--- config.mk ---
export PLATFORM = sky130hd
export DESIGN_NAME = fpu_exception_pipe_flat
export DESIGN_NICKNAME = d
export VERILOG_FILES = /design/src/rtl/fpu_exception_pipe_if.sv /design/src/rtl/fpu_exception_pipe.sv /design/src/flat_wrapper.sv
export SDC_FILE = /design/constraint.sdc
export NUM_CORES = 1
export LEC_CHECK = 0
export ABC_CLOCK_PERIOD_IN_PS = 2400
export CORE_MARGIN = 2
export CORE_UTILIZATION = 43
export DETAILED_ROUTE_END_ITERATION = 8
export MAX_ROUTING_LAYER = met4
export PLACE_DENSITY = 0.77
export SYNTH_ARGS = -nofsm -noshare
export SYNTH_HDL_FRONTEND = slang
export SYNTH_SLANG_ARGS = --single-unit
export TNS_END_PERCENT = 1
--- constraint.sdc ---
create_clock -name clk -period 2.4 [get_ports clk]
set_input_delay 0.48 -clock clk [delete_from_list [all_inputs] [get_ports clk]]
set_output_delay 0.48 -clock clk [all_outputs]
set_load 0.02 [all_outputs]
--- src/rtl/fpu_exception_pipe_if.sv ---
// rtl/fpu_exception_pipe_if.sv - operand/result handshake bundle for the FPU exception pipe
interface fpu_exception_pipe_if #(
  parameter int EXP_W = 4,
  parameter int MAN_W = 3,
  parameter int CNT_W = 8
);
  localparam int W = 1 + EXP_W + MAN_W;

  logic             in_valid;
  logic             in_ready;
  logic [1:0]       op;
  logic [W-1:0]     a;
  logic [W-1:0]     b;
  logic             out_valid;
  logic             out_ready;
  logic             exc;
  logic [4:0]       flags;
  logic [4:0]       sticky;
  logic             sticky_clr;
  logic [CNT_W-1:0] exc_count;

  modport master (
    output in_valid, op, a, b, out_ready, sticky_clr,
    input  in_ready, out_valid, exc, flags, sticky, exc_count
  );

  modport slave (
    input  in_valid, op, a, b, out_ready, sticky_clr,
    output in_ready, out_valid, exc, flags, sticky, exc_count
  );
endinterface

--- src/rtl/fpu_exception_pipe.sv ---
// rtl/fpu_exception_pipe.sv - registered NV/DZ exception detector with sticky flags and saturating counter
// Optional denormal flag (flags[4]) enabled by defining FPU_EXC_DENORM_EN.
module fpu_exception_pipe #(
  parameter int EXP_W = 4,
  parameter int MAN_W = 3,
  parameter int CNT_W = 8
) (
  input logic                  clk,
  input logic                  rst_n,
  fpu_exception_pipe_if.slave  bus
);
  localparam int W = 1 + EXP_W + MAN_W;
  localparam logic [CNT_W-1:0] CNT_MAX = '1;

  localparam logic [1:0] OP_ADD = 2'b00;
  localparam logic [1:0] OP_SUB = 2'b01;
  localparam logic [1:0] OP_MUL = 2'b10;
  localparam logic [1:0] OP_DIV = 2'b11;

  logic             out_valid_q, out_valid_d;
  logic             exc_q, exc_d;
  logic [4:0]       flags_q, flags_d;
  logic [4:0]       sticky_q, sticky_d;
  logic [CNT_W-1:0] exc_count_q, exc_count_d;

  logic a_sign, b_sign;
  logic a_exp_ones, b_exp_ones, a_exp_zero, b_exp_zero, a_man_nz, b_man_nz;
  logic a_nan, b_nan, a_inf, b_inf, a_zero, b_zero;
  logic nv_c, dz_c, ii_c, zi_c, dn_c;
  logic [4:0] new_flags;
  logic accept;

  assign a_sign     = bus.a[W-1];
  assign b_sign     = bus.b[W-1];
  assign a_exp_ones = &bus.a[W-2:MAN_W];
  assign b_exp_ones = &bus.b[W-2:MAN_W];
  assign a_exp_zero = ~|bus.a[W-2:MAN_W];
  assign b_exp_zero = ~|bus.b[W-2:MAN_W];
  assign a_man_nz   = |bus.a[MAN_W-1:0];
  assign b_man_nz   = |bus.b[MAN_W-1:0];

  assign a_nan  = a_exp_ones & a_man_nz;
  assign b_nan  = b_exp_ones & b_man_nz;
  assign a_inf  = a_exp_ones & ~a_man_nz;
  assign b_inf  = b_exp_ones & ~b_man_nz;
  assign a_zero = a_exp_zero & ~a_man_nz;
  assign b_zero = b_exp_zero & ~b_man_nz;

  always_comb begin
    nv_c = a_nan | b_nan;
    case (bus.op)
      OP_ADD:  nv_c = nv_c | (a_inf & b_inf & (a_sign ^ b_sign));
      OP_SUB:  nv_c = nv_c | (a_inf & b_inf & ~(a_sign ^ b_sign));
      OP_MUL:  nv_c = nv_c | (a_inf & b_zero) | (a_zero & b_inf);
      default: nv_c = nv_c | (a_zero & b_zero) | (a_inf & b_inf);
    endcase
  end

  // A denormal dividend is nonzero, so it still raises divide-by-zero.
  assign dz_c = (bus.op == OP_DIV) & b_zero & ~a_nan & ~a_inf & ~a_zero & ~nv_c;
  assign ii_c = a_inf | b_inf;
  assign zi_c = a_zero | b_zero;

`ifdef FPU_EXC_DENORM_EN
  assign dn_c = (a_exp_zero & a_man_nz) | (b_exp_zero & b_man_nz);
`else
  assign dn_c = 1'b0;
`endif

  assign new_flags = {dn_c, zi_c, ii_c, dz_c, nv_c};

  assign bus.in_ready = ~out_valid_q | bus.out_ready;
  assign accept       = bus.in_valid & bus.in_ready;

  // sticky_clr zeroes the accumulators first, so a same-cycle accept lands on a clean slate.
  always_comb begin
    out_valid_d = out_valid_q;
    exc_d       = exc_q;
    flags_d     = flags_q;
    sticky_d    = bus.sticky_clr ? 5'd0 : sticky_q;
    exc_count_d = bus.sticky_clr ? '0 : exc_count_q;
    if (accept) begin
      out_valid_d = 1'b1;
      flags_d     = new_flags;
      exc_d       = nv_c | dz_c;
      sticky_d    = sticky_d | new_flags;
      if ((nv_c | dz_c) && exc_count_d != CNT_MAX) begin
        exc_count_d = exc_count_d + 1'b1;
      end
    end else if (bus.out_ready) begin
      out_valid_d = 1'b0;
    end
  end

  always_ff @(posedge clk or negedge rst_n) begin
    if (!rst_n) begin
      out_valid_q <= 1'b0;
      exc_q       <= 1'b0;
      flags_q     <= 5'd0;
      sticky_q    <= 5'd0;
      exc_count_q <= '0;
    end else begin
      out_valid_q <= out_valid_d;
      exc_q       <= exc_d;
      flags_q     <= flags_d;
      sticky_q    <= sticky_d;
      exc_count_q <= exc_count_d;
    end
  end

  assign bus.out_valid = out_valid_q;
  assign bus.exc       = exc_q;
  assign bus.flags     = flags_q;
  assign bus.sticky    = sticky_q;
  assign bus.exc_count = exc_count_q;

endmodule

--- src/flat_wrapper.sv ---
// flat-port wrapper written by rule: the top's interface ports become plain ports
module fpu_exception_pipe_flat 
#(
  parameter int EXP_W = 4,
  parameter int MAN_W = 3,
  parameter int CNT_W = 8
)
  (clk, rst_n, bus_in_valid, bus_op, bus_a, bus_b, bus_out_ready, bus_sticky_clr, bus_in_ready, bus_out_valid, bus_exc, bus_flags, bus_sticky, bus_exc_count);
  fpu_exception_pipe_if #(.EXP_W(EXP_W), .MAN_W(MAN_W), .CNT_W(CNT_W)) bus_i ();
  input logic clk;
  input logic rst_n;
  input wire logic [$bits(bus_i.in_valid)-1:0] bus_in_valid;
  input wire logic [$bits(bus_i.op)-1:0] bus_op;
  input wire logic [$bits(bus_i.a)-1:0] bus_a;
  input wire logic [$bits(bus_i.b)-1:0] bus_b;
  input wire logic [$bits(bus_i.out_ready)-1:0] bus_out_ready;
  input wire logic [$bits(bus_i.sticky_clr)-1:0] bus_sticky_clr;
  output wire logic [$bits(bus_i.in_ready)-1:0] bus_in_ready;
  output wire logic [$bits(bus_i.out_valid)-1:0] bus_out_valid;
  output wire logic [$bits(bus_i.exc)-1:0] bus_exc;
  output wire logic [$bits(bus_i.flags)-1:0] bus_flags;
  output wire logic [$bits(bus_i.sticky)-1:0] bus_sticky;
  output wire logic [$bits(bus_i.exc_count)-1:0] bus_exc_count;
  assign bus_i.in_valid = bus_in_valid;
  assign bus_i.op = bus_op;
  assign bus_i.a = bus_a;
  assign bus_i.b = bus_b;
  assign bus_i.out_ready = bus_out_ready;
  assign bus_i.sticky_clr = bus_sticky_clr;
  assign bus_in_ready = bus_i.in_ready;
  assign bus_out_valid = bus_i.out_valid;
  assign bus_exc = bus_i.exc;
  assign bus_flags = bus_i.flags;
  assign bus_sticky = bus_i.sticky;
  assign bus_exc_count = bus_i.exc_count;
  fpu_exception_pipe #(.EXP_W(EXP_W), .MAN_W(MAN_W), .CNT_W(CNT_W)) u_core (.clk(clk), .rst_n(rst_n), .bus(bus_i));
endmodule
Word-level counts from Yosys, hierarchy flattened
Index checks and enable logic that the tools add are counted.
{"block": "classes", "shifts": 0, "n_div": 0, "mul": 0, "bitwise_logic": 39, "add_sub_neg": 1, "eq_ne": 4, "n_reduce_logical": 11, "magnitude_cmp": 0, "mux": 8}
{"op": "2-to-1 mux 8 bit", "count": 3}
{"op": "AND 1 bit", "count": 18}
{"op": "OR 1 bit", "count": 11}
{"op": "2-to-1 mux 5 bit", "count": 2}
{"op": "adder 8 x 1 -> 8 bit (second input constant)", "count": 1}
{"op": "!= test 8 bit (second input constant)", "count": 1}
{"op": "inverter 1 bit", "count": 8}
{"op": "AND reduction 4 bit", "count": 2}
{"op": "OR reduction 4 bit", "count": 2}
{"op": "OR reduction 3 bit", "count": 2}
{"op": "OR 5 x 4 -> 5 bit", "count": 1}
{"op": "== test 2 bit (second input constant)", "count": 2}
{"op": "case mux 1 bit (3 select lines)", "count": 1}
{"op": "== test 2 x 1 -> 1 bit (second input constant)", "count": 1}
{"op": "zero test 1 bit", "count": 2}
{"op": "zero test 2 bit", "count": 1}
{"op": "2-to-1 mux 1 bit", "count": 2}
{"op": "nonzero test 2 bit", "count": 1}
{"op": "logical AND 1 bit", "count": 1}
{"op": "bitwise XOR 1 bit", "count": 1}
{"block": "word_totals", "inputBits": 23, "mem_bits_rw": 0, "latchBits": 0, "wordCells": 68, "register_bits": 19, "n_memories": 0, "mem_bits_ro": 0, "output_inout_bits": 21}

Depth between registers and ports, before layout
Gate-level depths: netlist (run 1).
{"block": "logic_depth", "ltp_word": 13, "depth_mapped": 8, "depth_no_buf": 7}

Worst setup path before layout (run 1)
No wires, ideal clock.
{"block": "synth_timing", "kind": "input-to-reg", "start": "input bus_out_ready", "end": "register u_core.exc_count_q[3], in the netlist u_core.bus.exc_count[3]", "required_time_ns": 2.272, "cell_stages": 6, "setup_time_ns": 0.128, "slack_ns": 0.316, "arrival_time_ns": 1.956, "n_path_buf": 0, "path_cell_list": "nand2b_1 > nand2_2 > nor4_1 > o31ai_4 > a21oi_1 > mux2_1"}
{"block": "synth_via", "elab_chain_len": 3}
{"item": "from (decl)", "line": "flat_wrapper.sv:16", "text": "input wire logic [$bits(bus_i.out_ready)-1:0] bus_out_ready;"}
{"item": "OR 1 bit", "line": "fpu_exception_pipe.sv:72", "text": "assign bus.in_ready = ~out_valid_q | bus.out_ready;"}
{"item": "AND 1 bit", "line": "fpu_exception_pipe.sv:73", "text": "assign accept = bus.in_valid & bus.in_ready;"}
{"item": "2-to-1 mux 8 bit", "line": "fpu_exception_pipe.sv:82", "text": "if (accept) begin"}
{"item": "named net u_core.exc_count_d[3]", "line": "fpu_exception_pipe.sv:24", "text": "logic [CNT_W-1:0] exc_count_q, exc_count_d;"}
{"item": "to (signal assigned)", "line": "fpu_exception_pipe.sv:107", "text": "exc_count_q <= exc_count_d;"}
{"item": "to (decl)", "line": "fpu_exception_pipe.sv:24"}
The timed path passes the listed nets, and every way through them passes these cells.
A chain may end at the register's enable or synchronous reset.

Final worst setup path (run 1)
{"block": "layout_timing", "start": "input bus_b[6]", "end": "register u_core.exc_count_q[3], in the netlist u_core.bus.exc_count[3]"}
{"block": "layout_via", "elab_chain_len": 13, "word_cells_on_any_way": 30, "cone_classes": "3 x mux; 23 x bitwise; 4 x reduce/logical"}
{"item": "from (decl)", "line": "flat_wrapper.sv:15", "text": "input wire logic [$bits(bus_i.b)-1:0] bus_b;"}
{"item": "OR reduction 4 bit", "line": "fpu_exception_pipe.sv:38", "text": "assign b_exp_zero = ~|bus.b[W-2:MAN_W];"}
{"item": "zero test 1 bit", "line": "fpu_exception_pipe.sv:38"}
{"item": "AND 1 bit", "line": "fpu_exception_pipe.sv:47", "text": "assign b_zero = b_exp_zero & ~b_man_nz;"}
{"item": "AND 1 bit (on tied branches)", "line": "fpu_exception_pipe.sv:55, fpu_exception_pipe.sv:54"}
{"item": "OR 1 bit (on tied branches) (2 in a row)", "line": "fpu_exception_pipe.sv:55, fpu_exception_pipe.sv:54"}
{"item": "case mux 1 bit (3 select lines)", "line": "fpu_exception_pipe.sv:51", "text": "case (bus.op)"}
{"item": "inverter 1 bit", "line": "fpu_exception_pipe.sv:60", "text": "assign dz_c = (bus.op == OP_DIV) & b_zero & ~a_nan & ~a_inf & ~a_zero & ~nv_c;"}
{"item": "AND 1 bit", "line": "fpu_exception_pipe.sv:60"}
{"item": "OR 1 bit (*)", "line": "fpu_exception_pipe.sv:87", "text": "if ((nv_c | dz_c) && exc_count_d != CNT_MAX) begin"}
{"item": "logical AND 1 bit (*)", "line": "fpu_exception_pipe.sv:87"}
{"item": "2-to-1 mux 8 bit (*)", "line": "fpu_exception_pipe.sv:87"}
{"item": "2-to-1 mux 8 bit (*)", "line": "fpu_exception_pipe.sv:82"}
{"item": "named net u_core.exc_count_d[3]", "line": "fpu_exception_pipe.sv:24"}
The timed path passes the listed nets; every way through them passes the cells marked *.

==> flow_summary_export.csv, run 1 <==
group,metric,value,unit
timing,setup_viol,0,
yosys,synth_flop_cell,"dfrtp_1",
clocking,numClockSinks,18,
timing,relSlewSlack,46.6,%
yosys,async_flop_share,100,%
clocking,cts_setup_buffers,0,
layout,area_growth,55.7,%
route,routedWlPerCell,13.0,µm
timing,skew,0.00323,ns
critical_path,worst_setup_path_end_kind,"flip-flop",
outcome,status,"completed",
timing,finalSetupTns,0,ns
global_routing,grt_pass1_wl,4220,µm
die,fp.dieH,54.6,µm
global_routing,top_usage_layer,"met2",
clocking,clkTransAtPathRegs,0.10,ns
timing,timing.final.hold_violations,0,
die,core-area,2450,µm²
critical_path,cp.arrival,2.49,ns
critical_path,critPathMaxFanout,7,
yosys,syn-cell-area,1100,µm²
route,num_vias,1087,
layout,fin_area,1720,µm²
power,design_power_total,0.668,mW
layout,multi_input_area,636,µm²
yosys,yosysSeqAreaShare,40.9,%
die,num_io_pins,44,
timing,fin_crit_sh,95.8,%
yosys,synth_edf_count,0,
yosys,avgSynthCellArea,9.50,µm²
power,power_density,389,nW/µm²
yosys,ys.warnings.count,0,
route,wirelength,2690,µm
clocking,cts_tree,"yes",
global_routing,overflow,0,
route,via_per_inst,5.25,
worst_hold_path,min_path_cells,2,
global_routing,antenna_found_initial,0,
die,rows,18,
place,place.port_buffers,41,
layout,register_area,450,µm²
critical_path,required,2.59,ns
critical_path,r2r_cells,7,
layout,fill_cells,200,
clocking,clockRootBuffer,"clkbuf_4",
layout,fin_cells,207,
critical_path,max_stage_delay,0.50,ns
yosys,synthCells,116,
clocking,clock_latency,0.30,ns
layout,diodes,0,
route,drtIter0Drc,9,
timing,worst_pin_slew,0.798,ns
layout,final_common_cell,"clkdlybuf4s50_1",
run,cap_violations,0,
route,drt_first_pass_iters,4,
timing,slew_violations,0,
place,place.gp.congestion,0.947,
route,drc_errors,0,
layout,mostFrequentLayoutCells,"clkdlybuf4s50_1 (41), nand2_1 (18), buf_4 (18), dfrtp_1 (18), a21oi_1 (8)",
critical_path,cp_cell_sequence,"clkdlybuf4s50_1 > buf_4 > and4_1 > nand2_1 > a211oi_1 > o31ai_4 > a21oi_1 > mux2_1",
clocking,cts_buffers,3,
yosys,synth-seq-cells,18,
global_routing,grt_pass1_vias,1019,
global_routing,grtUsageMet1,22.2,%
worst_hold_path,min_path_type,"flip-flop to flip-flop",
critical_path,start_kind,"input pin",
timing,fmax,435,MHz
critical_path,slowest_stage,"clkdlybuf4s50_1",
power,leakagePower,0.758,nW
die,die_width,54.6,µm
clocking,h-tree-depth,1,
critical_path,path_class,"input pin to flip-flop",
layout,nets,202,
timing,period_needed,2.30,ns
die,initial_core_util,44.9,%
die,dieArea,2980,µm²
clocking,ctsLongestPathBuffers,2,
route,postRouteAntennaNets,0,
power,vdd_drop_max,0.000303,V
global_routing,grt_use_met2,36.9,%
layout,final_util,69.9,%
place,dp_cells,203,
yosys,netlist-cell-type-count,40,
global_routing,grt_max_degree,19,
layout,drive_gt1_share,22.6,%
place,dpl_cell_area,1660,µm²
place,dp_hpwl,2280,µm
global_routing,grt_usage,20.4,%
global_routing,met3_usage,2.46,%
-- metrics by stage --
step	hold slack (ns)	setup slack, ns
finish	0.489	0.101
CTS	0.501	0.0318
global placement	0.462	-0.142
global route	0.519	-0.00909
floorplan	0.184	0.316
detailed placement	0.476	-0.289
-- registers in the layout (all words and copies together) (netlist names) --
name                  count
u_core.bus.sticky         4
u_core.bus.out_valid      1
u_core.bus.exc            1
u_core.bus.exc_count      8
u_core.bus.flags          4
-- final cells by class --
cell class	count	share of cell area (%)
tap	30	2.19
multi-input combinational	93	37.0
timing repair buffer	59	31.8
sequential	18	26.2
clock buffer	4	2.11
inverter	3	0.656
-- worst paths after layout --
check,startpoint,endpoint,slack (ns)
setup / recovery,bus_b[6],u_core.bus.exc_count[3],0.10
hold / removal,u_core.bus.flags[0],u_core.bus.flags[0],0.49
setup reg to reg,u_core.bus.exc_count[1],u_core.bus.exc_count[3],0.43
hold reg to reg,u_core.bus.flags[0],u_core.bus.flags[0],0.49
max in group asynchronous,rst_n,u_core.bus.sticky[0],1.27
min in group asynchronous,rst_n,u_core.bus.exc_count[2],0.63
-- synth_stat cells, drive strengths merged, types with 3 or more instances --
| master | number | area, µm² |
|---|---|---|
| and3 | 3 | 26.3 |
| nand4 | 3 | 18.8 |
| nor2b | 3 | 18.8 |
| nand3 | 5 | 25.0 |
| nand2 | 20 | 80.1 |
| xnor2 | 4 | 35.0 |
| dfrtp | 18 | 450 |
| mux2 | 3 | 33.8 |
| nor4 | 3 | 33.8 |
| buf | 3 | 26.3 |
| inv | 3 | 11.3 |
| o21ai | 4 | 20.0 |
| and2b | 3 | 26.3 |
| a211oi | 3 | 22.5 |
| xor2 | 3 | 26.3 |
| a21oi | 8 | 40.0 |
| nor2 | 3 | 11.3 |
-- power by group --
part,internal [mW],switching (mW),total [mW]
sequential,0.314,0.00664,0.320
clock,0.0926,0.0964,0.189
combinational,0.0850,0.0736,0.159
-- critical path: cells and delay by family --
kind | cells | cell delay, ns
and+or+nand+nor | 2 | 0.35
muxes | 1 | 0.34
buffers and inverters | 2 | 0.62
AOI/OAI and AO/OA | 3 | 0.69
-- cell families (layout without fill, tap and decap cells) --
group | after synthesis | in the layout | share of synthesized area [%]
compound gates | 26 | 26 | 16.8
xor+xnor | 7 | 7 | 5.56
fa+ha+maj | 1 | 1 | 1.13
buf+inv | 6 | 66 | 3.40
flops | 18 | 18 | 40.9
mux | 3 | 3 | 3.06
other cells | 1 | 2 | 0.340
simple gates | 54 | 54 | 28.8
-- routing by layer --
metal	wire length (µm)	vias to the layer above
met4	36	0
met5	0	-
met3	154	4
met2	1410	40
met1	1090	501
li1	-	542
-- timing repair --
action,in CTS,in global routing
hold buffers,0,0
endpoints found under the setup margin,0,4
resized for setup,0,3
Note: power is estimated with default switching activity, not from simulation.
==> run 2: changes to the inputs <==
--- a/config.mk
+++ b/config.mk
@@ -9,6 +9,7 @@
 export CORE_MARGIN = 2
 export CORE_UTILIZATION = 43
 export DETAILED_ROUTE_END_ITERATION = 8
+export GPL_ROUTABILITY_DRIVEN = 0
 export MAX_ROUTING_LAYER = met4
 export PLACE_DENSITY = 0.77
 export SYNTH_ARGS = -nofsm -noshare
==> results of run 2 <==
Final layout, timing and power as in run 1 (identical DEF).
==> RTL change 1: new RTL, settings of run 2 <==
`CNT_W` is set to 8 in 3 places; all go to 10.
--- a/src/rtl/fpu_exception_pipe_if.sv
+++ b/src/rtl/fpu_exception_pipe_if.sv
@@ -2,7 +2,7 @@
 interface fpu_exception_pipe_if #(
   parameter int EXP_W = 4,
   parameter int MAN_W = 3,
-  parameter int CNT_W = 8
+  parameter int CNT_W = 10
 );
   localparam int W = 1 + EXP_W + MAN_W;
 
--- a/src/rtl/fpu_exception_pipe.sv
+++ b/src/rtl/fpu_exception_pipe.sv
@@ -3,7 +3,7 @@
 module fpu_exception_pipe #(
   parameter int EXP_W = 4,
   parameter int MAN_W = 3,
-  parameter int CNT_W = 8
+  parameter int CNT_W = 10
 ) (
   input logic                  clk,
   input logic                  rst_n,
--- a/src/flat_wrapper.sv
+++ b/src/flat_wrapper.sv
@@ -3,7 +3,7 @@
 #(
   parameter int EXP_W = 4,
   parameter int MAN_W = 3,
-  parameter int CNT_W = 8
+  parameter int CNT_W = 10
 )
   (clk, rst_n, bus_in_valid, bus_op, bus_a, bus_b, bus_out_ready, bus_sticky_clr, bus_in_ready, bus_out_valid, bus_exc, bus_flags, bus_sticky, bus_exc_count);
   fpu_exception_pipe_if #(.EXP_W(EXP_W), .MAN_W(MAN_W), .CNT_W(CNT_W)) bus_i ();
Ports: changed (resized bus_exc_count); port bits go from 44 to 46. No check against the original RTL was run, so the function may have changed too.
==> RTL change 1 against run 2 <==
- the flow now finishes with violations (negative setup slack)
- synthesized area up 8.6%
- wire length up 27%
- worst setup slack worse by 160 ps
- sequential power up 8.7%
- final area up 12%
- die area up 8.0%
- cell count up 9.7%
- power up 16%
- first-iteration DRC count rose to 4.1 times the old value
- synthesized cell count up 10%
- sequential cell count up 2
- global-route usage up 0.36 points
- count of clock-buffer cells in the layout down 1
- critical path type unchanged
- largest cell class unchanged
==> RTL change 1: results (changes against run 2) <==
outcome=finished with violations; final worst slack=-55.2 ps (-156 ps); DR vias=1227 (+13%); skew final=4.59 ps (+1.36 ps); crit path max fanout=5 (-2); Max VDD drop=0.000363 V (+20%); largest area contributor in the netlist=dfrtp_1; DP Worst Slack=-507 ps (-218 ps); fill cell count=224 (+12%); Worst Hold Launch=u_core.bus.flags[2]; clock buffer depth=2 (unchanged); max FFs per register=10 (+2); synth cell count leaders=20 x dfrtp_1, 16 x nand2_1, 7 x a21oi_1, 7 x nand2b_1, 7 x nand4_1; flop2flop setup slack=370 ps (-60 ps); DP Wirelength=2.37 mm (+3.8%); multi-input gate count=98 (+5.4%); initial antenna violation count=0 (unchanged); worst-case reg-to-reg path depth=9 (+2); clock latency on the worst-skew pair=300 ps (about the same); final WL=3.41 mm (+27%); Worst-path clk slew=120 ps (+20 ps); Signal buf overhead=32.4% (+0.63 points); layout cells sized above 1=22.4% (-0.15 points); Worst Setup EP=u_core.bus.exc_count[9]; Arr. time, crit path=2650 ps (+160 ps); placed inst area=1810 sq um (+8.7%); IO buf count=43 (+4.9%); first-pass GRT wire length=5.20 mm (+23%); Layout area overhead=61.2%; Sw Pwr=0.181 mW (+2.5%); hold slack final=494 ps (+4.77 ps); All-Layer GR Usage=20.7% (+0.36 points); Mean Syn Cell Area=9.35 sq um (-1.6%); Largest stage delay, worst path=460 ps (-40 ps); Iter 0 DRT Violations=37 (+28); clk cell area share=2.72% (+0.61 points); invs w/o clock=5 (+2); met2 WL post-DR=1.71 mm (+21%); FP Rows=19 (+1); largest net degree at the start of global routing=21 (+2); failing checks=negative setup slack; power density cells=402 nW/um^2 (+3.3%); clkbuf count=3 (-1); fraction of area in multi-input gates=36.0% (-1.1 points); fraction of area in registers=25.9% (-0.32 points); met3 routed WL=190 um (+23%); reg-to-reg endpoint=u_core.bus.exc_count[4]; Setup crit start=bus_a[7]; Wirelength per Cell=15.0 um (+16%); placed insts=219 (+7.9%); Hold Fails Final Rpt=0 (unchanged); Non-CTS buffers=69 (+17%); met1 wire length=1.49 mm (+36%); Worst Hold End=u_core.bus.flags[2]; combinational share of power=19.8% (-3.9 points); setup TNS=-55.2 ps (-55.2 ps); Clock Power Share=35.4% (+7.1 points); final number of setup-violating endpoints=1 (+1); Seq/Total Area, Yosys=41.8% (+0.93 points)
RTL change 1: routing by layer:
layer	track usage (%)	vias up
met2	35.2	50
met5	-	-
met1	25.3	574
met4	6.64	0
met3	3.23	5
li1	-	598
RTL change 1: logic make-up (layout without fill, tap and decap cells):
group	Yosys count	in the layout	synth area share, %
buffers and inverters	12	78	4.49
DFF	20	20	41.8
muxes	4	4	3.76
xor gates and xnor gates	7	7	6.27
other	1	2	0.313
AOI/OAI and AO/OA	26	26	16.5
and+or+nand+nor	57	58	25.8
adders and majority gates	1	1	1.04
RTL change 1: timing repair:
item,CTS,global route
setup buffers,0,3
gates cloned,0,1
endpoints found under the setup margin,10,5
gates resized for setup,1,6
pin swaps,0,4
RTL change 1: worst max-delay path, delay by kind of cell:
kind                   cells  cell delay (ps)
XOR/XNOR                   1              390
buffers and inverters      1              460
AND/OR/NAND/NOR            2              550
AO/OA/AOI/OAI              2              440
multiplexers               1              340
==> RTL change 2: new RTL, settings of run 2 <==
Without the edit above. Make the reset (`rst_n`) synchronous in one clocked block.
--- a/src/rtl/fpu_exception_pipe.sv
+++ b/src/rtl/fpu_exception_pipe.sv
@@ -92,7 +92,7 @@
     end
   end
 
-  always_ff @(posedge clk or negedge rst_n) begin
+  always_ff @(posedge clk) begin
     if (!rst_n) begin
       out_valid_q <= 1'b0;
       exc_q       <= 1'b0;
Function: differs if rst_n is asserted again (counterexample within 4 cycles, from zero or initial values and one cycle with rst_n low); with rst_n held inactive, the same outputs for 10 cycles.
==> RTL change 2 against run 2 <==
- synthesized area decreased by 1.0%
- utilization fell by 0.12 points
- worst setup slack got worse by 8.9 ps
- power shrank 10%
- wire length up 16%
- sequential cell count stayed put
- final area fell by 1.1%
- via count increased by 9.0%
- worst hold slack worse by 20 ps
- critical path type unchanged
- critical endpoint is now u_core.bus.exc_count[6]
==> RTL change 2: results (changes against run 2) <==
outcome=finished clean; Leak=0.622 nW (-18%); synth top area cells=dfxtp_1 33%, nand2_1 6.2%, a21oi_1 6.0%, a21boi_0 4.1%, nor2b_1 4.0%; Worst-path clk slew=100 ps (about the same); worst hold path type=register to register; H-tree levels=1 (unchanged); Max VDD drop=0.000253 V (-16%); grt ovf=0 (unchanged); clock latency on the worst-skew pair=290 ps; initial antenna violation count=0 (unchanged); count of different cell masters after synthesis=41 (+2.5%); largest net degree at the start of global routing=19 (unchanged); total CTS buffers=3 (unchanged); DR vias=1185 (+9.0%); Iter 0 DRT Violations=27 (+18); synth warn=0 (unchanged); Main synth FF type=dfxtp_1; DP Worst Slack=-267 ps (+22.0 ps); number of setup buffers added after CTS=0 (unchanged); clock buffer depth=2 (unchanged); Root Driver=clkbuf_4; synth cell count leaders=18 x dfxtp_1, 18 x nand2_1, 13 x a21oi_1; Seq/Total Area, Yosys=33.0% (-7.8 points); first-pass GRT wire length=4.69 mm (+11%); IO buf count=41 (unchanged); Arr. time, crit path=2540 ps (+50 ps); Async SR Flop Fraction=0% (-100 points); DP Wirelength=2.34 mm (+2.6%); Diodes inserted=0 (unchanged); cell family with most CP delay=simple AND/OR/NAND/NOR gates; max FFs per register=8 (unchanged); crit path max fanout=6 (-1); Nets=215 (+6.4%); placed inst area=1650 sq um (-0.68%); Largest stage delay, worst path=570 ps (+70 ps); All-Layer GR Usage=22.4% (+2.0 points); skew final=0.516 ps (-2.71 ps); final WL=3.13 mm (+16%); first-pass detailed-route iteration total=4 (unchanged); layout cells sized above 1=18.5% (-4.1 points)
[RTL change 2: cell count changes after synthesis, moves of 4 or more]
cell,delta
a21oi_1,+5
dfrtp_1,-18
nor2b_1,+4
a21boi_0,+4
dfxtp_1,+18
[RTL change 2: worst reg2reg max path: stages, from the launching register on]
cell      delay [ps]
dfxtp_1          380
nor2b_1          150
ha_1             180
nand4b_1         140
o311a_1          350
and4_1           260
o21ai_2          120
nand3_1          130
and3b_1          190
[RTL change 2: power breakdown]
part,internal [mW],total (mW),switching (mW)
Clock,0.0585,0.151,0.0929
Sequential,0.304,0.306,0.00243
Combinational,0.0761,0.143,0.0669
Total,0.438,0.601,0.162
[RTL change 2: through the flow]
step                      instances  setup TNS, ps
after floorplan                 132              0
after global placement          216          -1070
after detailed placement        216          -1370
after CTS                       219              0
after global routing            219          -9.52
final                           219              0
[RTL change 2: worst paths after layout]
path	start	to	slack, ps	cells after the start
worst max-delay path	bus_a[5]	u_core.bus.exc_count[6]	90	7
worst min-delay path	u_core.bus.flags[1]	u_core.bus.flags[1]	470	2
worst max register to register	u_core.bus.exc_count[1]	u_core.bus.exc_count[3]	420	8
worst min register to register	u_core.bus.flags[1]	u_core.bus.flags[1]	470	2
[RTL change 2: cell type report]
cell class / instances / area (sq um)
flip-flops and latches: 18 / 360
inverters: 4 / 15.0
multi-input cells: 105 / 717
repair buffers: 59 / 546
clock buffers: 3 / 22.5
fillers: 209 / 734
well taps: 30 / 37.5
[RTL change 2: timing repair]
item                                    4_1_cts  5_1_grt
endpoints found under the setup margin        0        3
hold buffers                                  0        0
resized for setup                             0        6
[RTL change 2: logic make-up after synthesis]
group	Yosys count	share of synthesized area, %
AOI/OAI and AO/OA	37	24.1
xor gates and xnor gates	2	1.61
adders and majority gates	1	1.15
buffers and inverters	9	3.78
DFF	18	33.0
muxes	2	1.83
other	1	0.344
and+or+nand+nor	61	34.2
[RTL change 2: routing by layer]
layer / wire (um) / track usage [%] / up-vias
li1: - / - / 595
met1: 1310 / 23.7 / 525
met2: 1520 / 38.8 / 50
met3: 207 / 4.10 / 15
met4: 88 / 12.9 / 0
met5: 0 / - / -
